===== src/rtl/compound_rx.sv =====
// compound_rx: receiving end of the CompoundType link.
// A record is taken from the blocking b_in port (sync/notify handshake) and
// processed in the next cycle. Write records add +/-x to a signed accumulator,
// read records bump a read counter. Each processed record raises res_notify for
// one cycle, together with a match flag against the shadow input m_in.
// Build option: define COMPOUND_RX_SAT_EN to make the accumulator and the read
// counter saturate instead of wrapping.

package testbasic21_types;
    typedef enum logic {MODE_READ = 1'b0, MODE_WRITE = 1'b1} mode_t;

    typedef struct packed {
        mode_t              mode;
        logic signed [31:0] x;
        logic               y;
    } CompoundType;
endpackage

// state     | meaning
// ----------+------------------------------------------------------------
// SEC_RECV  | ready (b_in_notify=1), latch b_in when b_in_sync is high
// SEC_PROC  | one cycle: apply latched record, sample m_in, raise res_notify
module compound_rx
    import testbasic21_types::*;
#(
    parameter int ACC_W = 32,
    parameter int CNT_W = 16
) (
    input  logic                    clk,
    input  logic                    rst,
    input  CompoundType             b_in,
    input  logic                    b_in_sync,
    output logic                    b_in_notify,
    input  CompoundType             m_in,
    output logic signed [ACC_W-1:0] acc_out,
    output logic [CNT_W-1:0]        rd_count,
    output logic                    match_out,
    output logic                    res_notify
);

    typedef enum logic {SEC_RECV = 1'b0, SEC_PROC = 1'b1} section_t;

    section_t    section;
    section_t    section_nxt;
    CompoundType rx;
    logic        take_rec;
    logic        do_proc;

    logic signed [ACC_W:0]   x_ext;
    logic signed [ACC_W:0]   delta;
    logic signed [ACC_W:0]   acc_ext;
    logic signed [ACC_W:0]   sum;
    logic signed [ACC_W-1:0] acc_nxt;
    logic [CNT_W-1:0]        cnt_nxt;
    logic                    match_nxt;

    // The mode of the shadow copy takes no part in the match.
    logic m_mode_unused;
    assign m_mode_unused = m_in.mode;

    // Section register.
    always_ff @(posedge clk or posedge rst) begin
        if (rst) begin
            section <= SEC_RECV;
        end else begin
            section <= section_nxt;
        end
    end

    // Next section and handshake; b_in_sync is ignored while processing.
    always_comb begin
        section_nxt = section;
        b_in_notify = 1'b0;
        take_rec    = 1'b0;
        do_proc     = 1'b0;
        case (section)
            SEC_RECV: begin
                b_in_notify = 1'b1;
                if (b_in_sync) begin
                    take_rec    = 1'b1;
                    section_nxt = SEC_PROC;
                end
            end
            SEC_PROC: begin
                do_proc     = 1'b1;
                section_nxt = SEC_RECV;
            end
            default: section_nxt = SEC_RECV;
        endcase
    end

    // Arithmetic is one bit wider than the accumulator so that negating
    // x = -2^31 is exact and overflow is visible in the top two bits.
    always_comb begin
        x_ext     = {{(ACC_W + 1 - 32){rx.x[31]}}, rx.x};
        delta     = rx.y ? -x_ext : x_ext;
        acc_ext   = {acc_out[ACC_W-1], acc_out};
        sum       = acc_ext + delta;
        match_nxt = (rx.x == m_in.x) && (rx.y == m_in.y);
`ifdef COMPOUND_RX_SAT_EN
        if (sum[ACC_W] != sum[ACC_W-1]) begin
            acc_nxt = sum[ACC_W] ? {1'b1, {(ACC_W-1){1'b0}}}
                                 : {1'b0, {(ACC_W-1){1'b1}}};
        end else begin
            acc_nxt = sum[ACC_W-1:0];
        end
        cnt_nxt = (&rd_count) ? rd_count : rd_count + CNT_W'(1);
`else
        acc_nxt = sum[ACC_W-1:0];
        cnt_nxt = rd_count + CNT_W'(1);
`endif
    end

    // Record latch, result registers and result strobe.
    always_ff @(posedge clk or posedge rst) begin
        if (rst) begin
            rx         <= '{mode: MODE_READ, x: '0, y: 1'b0};
            acc_out    <= '0;
            rd_count   <= '0;
            match_out  <= 1'b0;
            res_notify <= 1'b0;
        end else begin
            res_notify <= do_proc;
            if (take_rec) begin
                rx <= b_in;
            end
            if (do_proc) begin
                match_out <= match_nxt;
                if (rx.mode == MODE_WRITE) begin
                    acc_out <= acc_nxt;
                end else begin
                    rd_count <= cnt_nxt;
                end
            end
        end
    end

endmodule


===== config.mk =====
export PLATFORM = sky130hd
export DESIGN_NAME = compound_rx
export DESIGN_NICKNAME = d
export VERILOG_FILES = /design/src/rtl/compound_rx.sv
export SDC_FILE = /design/constraint.sdc
export NUM_CORES = 1
export LEC_CHECK = 0
export ABC_AREA = 1
export CAP_MARGIN = 10
export CORE_AREA = 2 2 132 134
export CTS_BUF_LIST = sky130_fd_sc_hd__clkbuf_4
export CTS_CLUSTER_DIAMETER = 100
export DETAILED_ROUTE_END_ITERATION = 12
export DIE_AREA = 0 0 134 136
export GPL_ROUTABILITY_DRIVEN = 0
export SYNTH_ARGS = -nofsm -noshare
export SYNTH_HDL_FRONTEND = slang
export SYNTH_SLANG_ARGS = --single-unit

===== constraint.sdc =====
create_clock -name clk -period 3.5 [get_ports clk]
set_input_delay 0.35 -clock clk [delete_from_list [all_inputs] [get_ports clk]]
set_output_delay 0.35 -clock clk [all_outputs]
set_load 0.005 [all_outputs]

==> metrics <==
cell area power density=680 nW/um^2; count of final hold-check violations=0; CTS tree=done; area of the placeable core=16900 um^2; most common cell in the synthesized netlist=sky130_fd_sc_hd__nand2_1; cell family with most CP delay=simple AND/OR/NAND/NOR gates; fill cell total of the finished layout=1729; Synth Instances=955; category of the critical setup timing path=reg -> reg; predominant post-synthesis flop cell=sky130_fd_sc_hd__dfrtp_1; count of input and output buffers=120; number of synthesized register bits=85; I/O Pins=122; area taken by multi-input logic gates=4100 um^2; origin of the critical flop-to-flop path=rx[1]$_DFFE_PP0P_; CP startpoint kind=register; largest clock skew in the final design=0.0324 ns; utilization of the core after routing=49.4%; worst r2r path cells=19; worst vdd ir=0.316 mV; standard cell area after detailed placement=8070 um^2; detailed-router iteration count before antenna repair=5; hold_buf cts=0; endpoint required time on the critical path=3.89 ns; instance count on the critical path=19; number of DRC violations after detailed routing=0; net count of the finished layout=1190; ratio of routed vias to standard cells=4.85; # Max-Cap Violations=0; Clock Root Buffer=sky130_fd_sc_hd__clkbuf_4; Least-Margin Pin Slew=0.915 ns; fraction of final layout cells with drive strength greater than 1=6.93%; Routed wire per std cell=14.4 um; total power draw=5.67 mW; post-synth top area cell=sky130_fd_sc_hd__dfrtp_1; async set or reset register ratio after synthesis=100%; Bufs and invs on worst path=1; arrival time worst endpoint=3.59 ns; CTS sink count=85; starting density of the core=39.2%; top cells by count, synth=sky130_fd_sc_hd__nand2_1, sky130_fd_sc_hd__inv_1, sky130_fd_sc_hd__nor2_1; final hold slack=0.199 ns; number of antenna violations at the first check in global routing=1; result of the run=complete, no violations; sequential-to-total area share from yosys stat=32.1%; Synth Net Count=1067; cell at the slowest stage of the critical path=sky130_fd_sc_hd__dfrtp_1; Die Span X=134 um; growth of design area from synthesis to finish=26.0%; number of non-filler instances in the completed layout=1309; area share of the largest cell type after synthesis=32.1%; Detail Route Antenna Nets=0; cell types occupying the most area after synthesis=sky130_fd_sc_hd__dfrtp_1, sky130_fd_sc_hd__nand2_1, sky130_fd_sc_hd__ha_1, sky130_fd_sc_hd__xor2_1, sky130_fd_sc_hd__inv_1; wire length of the first global-routing pass=30.6 mm; maximum number of pins on one net before global-route repair=65; Slew HR=38.9%; Yosys Warn Count=0; crit end category=register; die height=136 um; final number of max-transition violations=0; Detail Placement HPWL=15.2 mm; sequential cell area=2130 um^2; H-tree levels=3; Site Rows=48; clock transition at the register clock pins on the worst setup and hold paths after CTS=0.16 ns; slack of the worst reg-to-reg path=0.30 ns; Largest stage delay, worst path=0.44 ns; die area=18200 um^2; CP most frequent cell=sky130_fd_sc_hd__nand2_1; post-synth cell types=44; EDFF count, synth=0; number of buffers between clock root and the deepest sink=2; maximum fanout along the worst path=6; synthesized area per cell=6.93 um^2; number of failing setup endpoints in the final timing report=0; placed cell count=1288; clock latency at the later pin of the worst-skew pair=0.49 ns; routed vias=6351; post-route clock period utilization=91.5%; clock period minus worst slack=3.20 ns; Max Freq=312 MHz; Hold WC Path Type=in -> async; cell area after layout=8340 um^2; total routing resource utilization after global routing=21.4%; Iter 0 DRT Violations=463; cell-by-cell listing of the critical path=inv_2, ha_4, nand4_4, nor3_4, nand3_4, o21ai_4, o21ai_1, nand2_1, nand2_1, ha_2, nand2_1, nor2_1, nand2_1, nor4_2, nand2_1, nand2_1, nand2_1, nand3_1, nand2_1; clock buffer count from CTS=9; global route overflow=0; leak pwr=4.08 nW; via count of the first global-routing pass=6133; FF-to-FF End=acc_out[29]$_DFFE_PP0P_; Routed Wire Length=18.8 mm; Synth Cell Area=6620 um^2
worst max path at each step:
stage / from / end
after floorplan: rx[1]$_DFFE_PP0P_ / acc_out[29]$_DFFE_PP0P_
after global placement: rx[1]$_DFFE_PP0P_ / acc_out[21]$_DFFE_PP0P_
after detailed placement: rx[1]$_DFFE_PP0P_ / acc_out[29]$_DFFE_PP0P_
after CTS: rx[1]$_DFFE_PP0P_ / acc_out[29]$_DFFE_PP0P_
after global routing: rx[2]$_DFFE_PP0P_ / acc_out[29]$_DFFE_PP0P_
final: rx[1]$_DFFE_PP0P_ / acc_out[29]$_DFFE_PP0P_
repair_timing:
item / CTS / global route
setup buffers: 0 / 4
gates resized for setup: 0 / 24
setup endpoints to repair: 0 / 6
kinds of logic after synthesis:
logic type | share of synthesized area (%)
compound gates | 11.1
simple gates | 32.1
fa+ha+maj | 7.86
xor+xnor | 9.26
flops | 32.1
buf+inv | 7.48
registers in the layout, indices dropped and copies added (netlist names):
name / count
section: 1
acc_out: 32
match_out: 1
res_notify: 1
rx: 34
rd_count: 16
where the power goes:
part	leakage [nW]	internal, mW	total (mW)	switching [mW]
Clock	0.0671	0.167	0.581	0.414
Combinational	2.94	1.50	3.55	2.05
Sequential	1.07	1.23	1.54	0.308
Total	4.08	2.90	5.67	2.77
layer usage:
layer	global-route usage, %	share of wire (%)
met5	0	0
met4	7.33	1.9
met3	4.18	5.8
met2	34.2	44
met1	29.1	48
cell type report:
cell class	count	share of cell area [%]
multi-input combinational	739	49.2
sequential	85	25.5
timing repair buffer	128	15.1
inverter	115	5.19
tap	225	3.38
clock buffer	10	0.900
clock inverter	6	0.660
antenna	1	0.0300
cells in the final DEF (no fill, tap or decap), types with 5 or more instances in the layout:
| master | count |
|---|---|
| sky130_fd_sc_hd__xnor2_1 | 18 |
| sky130_fd_sc_hd__o21ai_0 | 60 |
| sky130_fd_sc_hd__nor3_1 | 12 |
| sky130_fd_sc_hd__dfrtp_1 | 85 |
| sky130_fd_sc_hd__nand2_1 | 301 |
| sky130_fd_sc_hd__xor2_1 | 49 |
| sky130_fd_sc_hd__buf_4 | 8 |
| sky130_fd_sc_hd__ha_1 | 37 |
| sky130_fd_sc_hd__nand2_2 | 8 |
| sky130_fd_sc_hd__nor2_2 | 7 |
| sky130_fd_sc_hd__inv_2 | 6 |
| sky130_fd_sc_hd__a211oi_1 | 5 |
| sky130_fd_sc_hd__nand4_1 | 14 |
| sky130_fd_sc_hd__clkdlybuf4s50_1 | 120 |
| sky130_fd_sc_hd__clkbuf_4 | 10 |
| sky130_fd_sc_hd__inv_1 | 107 |
| sky130_fd_sc_hd__o21ai_1 | 6 |
| sky130_fd_sc_hd__a21oi_1 | 37 |
| sky130_fd_sc_hd__nand3_1 | 45 |
| sky130_fd_sc_hd__nor2_1 | 87 |
stage by stage:
step | worst slack, ns | TNS, ns
after floorplan | 0.713 | 0
after global placement | 0.282 | 0
after detailed placement | 0.214 | 0
after CTS | 0.193 | 0
after global routing | -0.0609 | -0.0609
final | 0.297 | 0
Power figures use the tool's default switching activity.
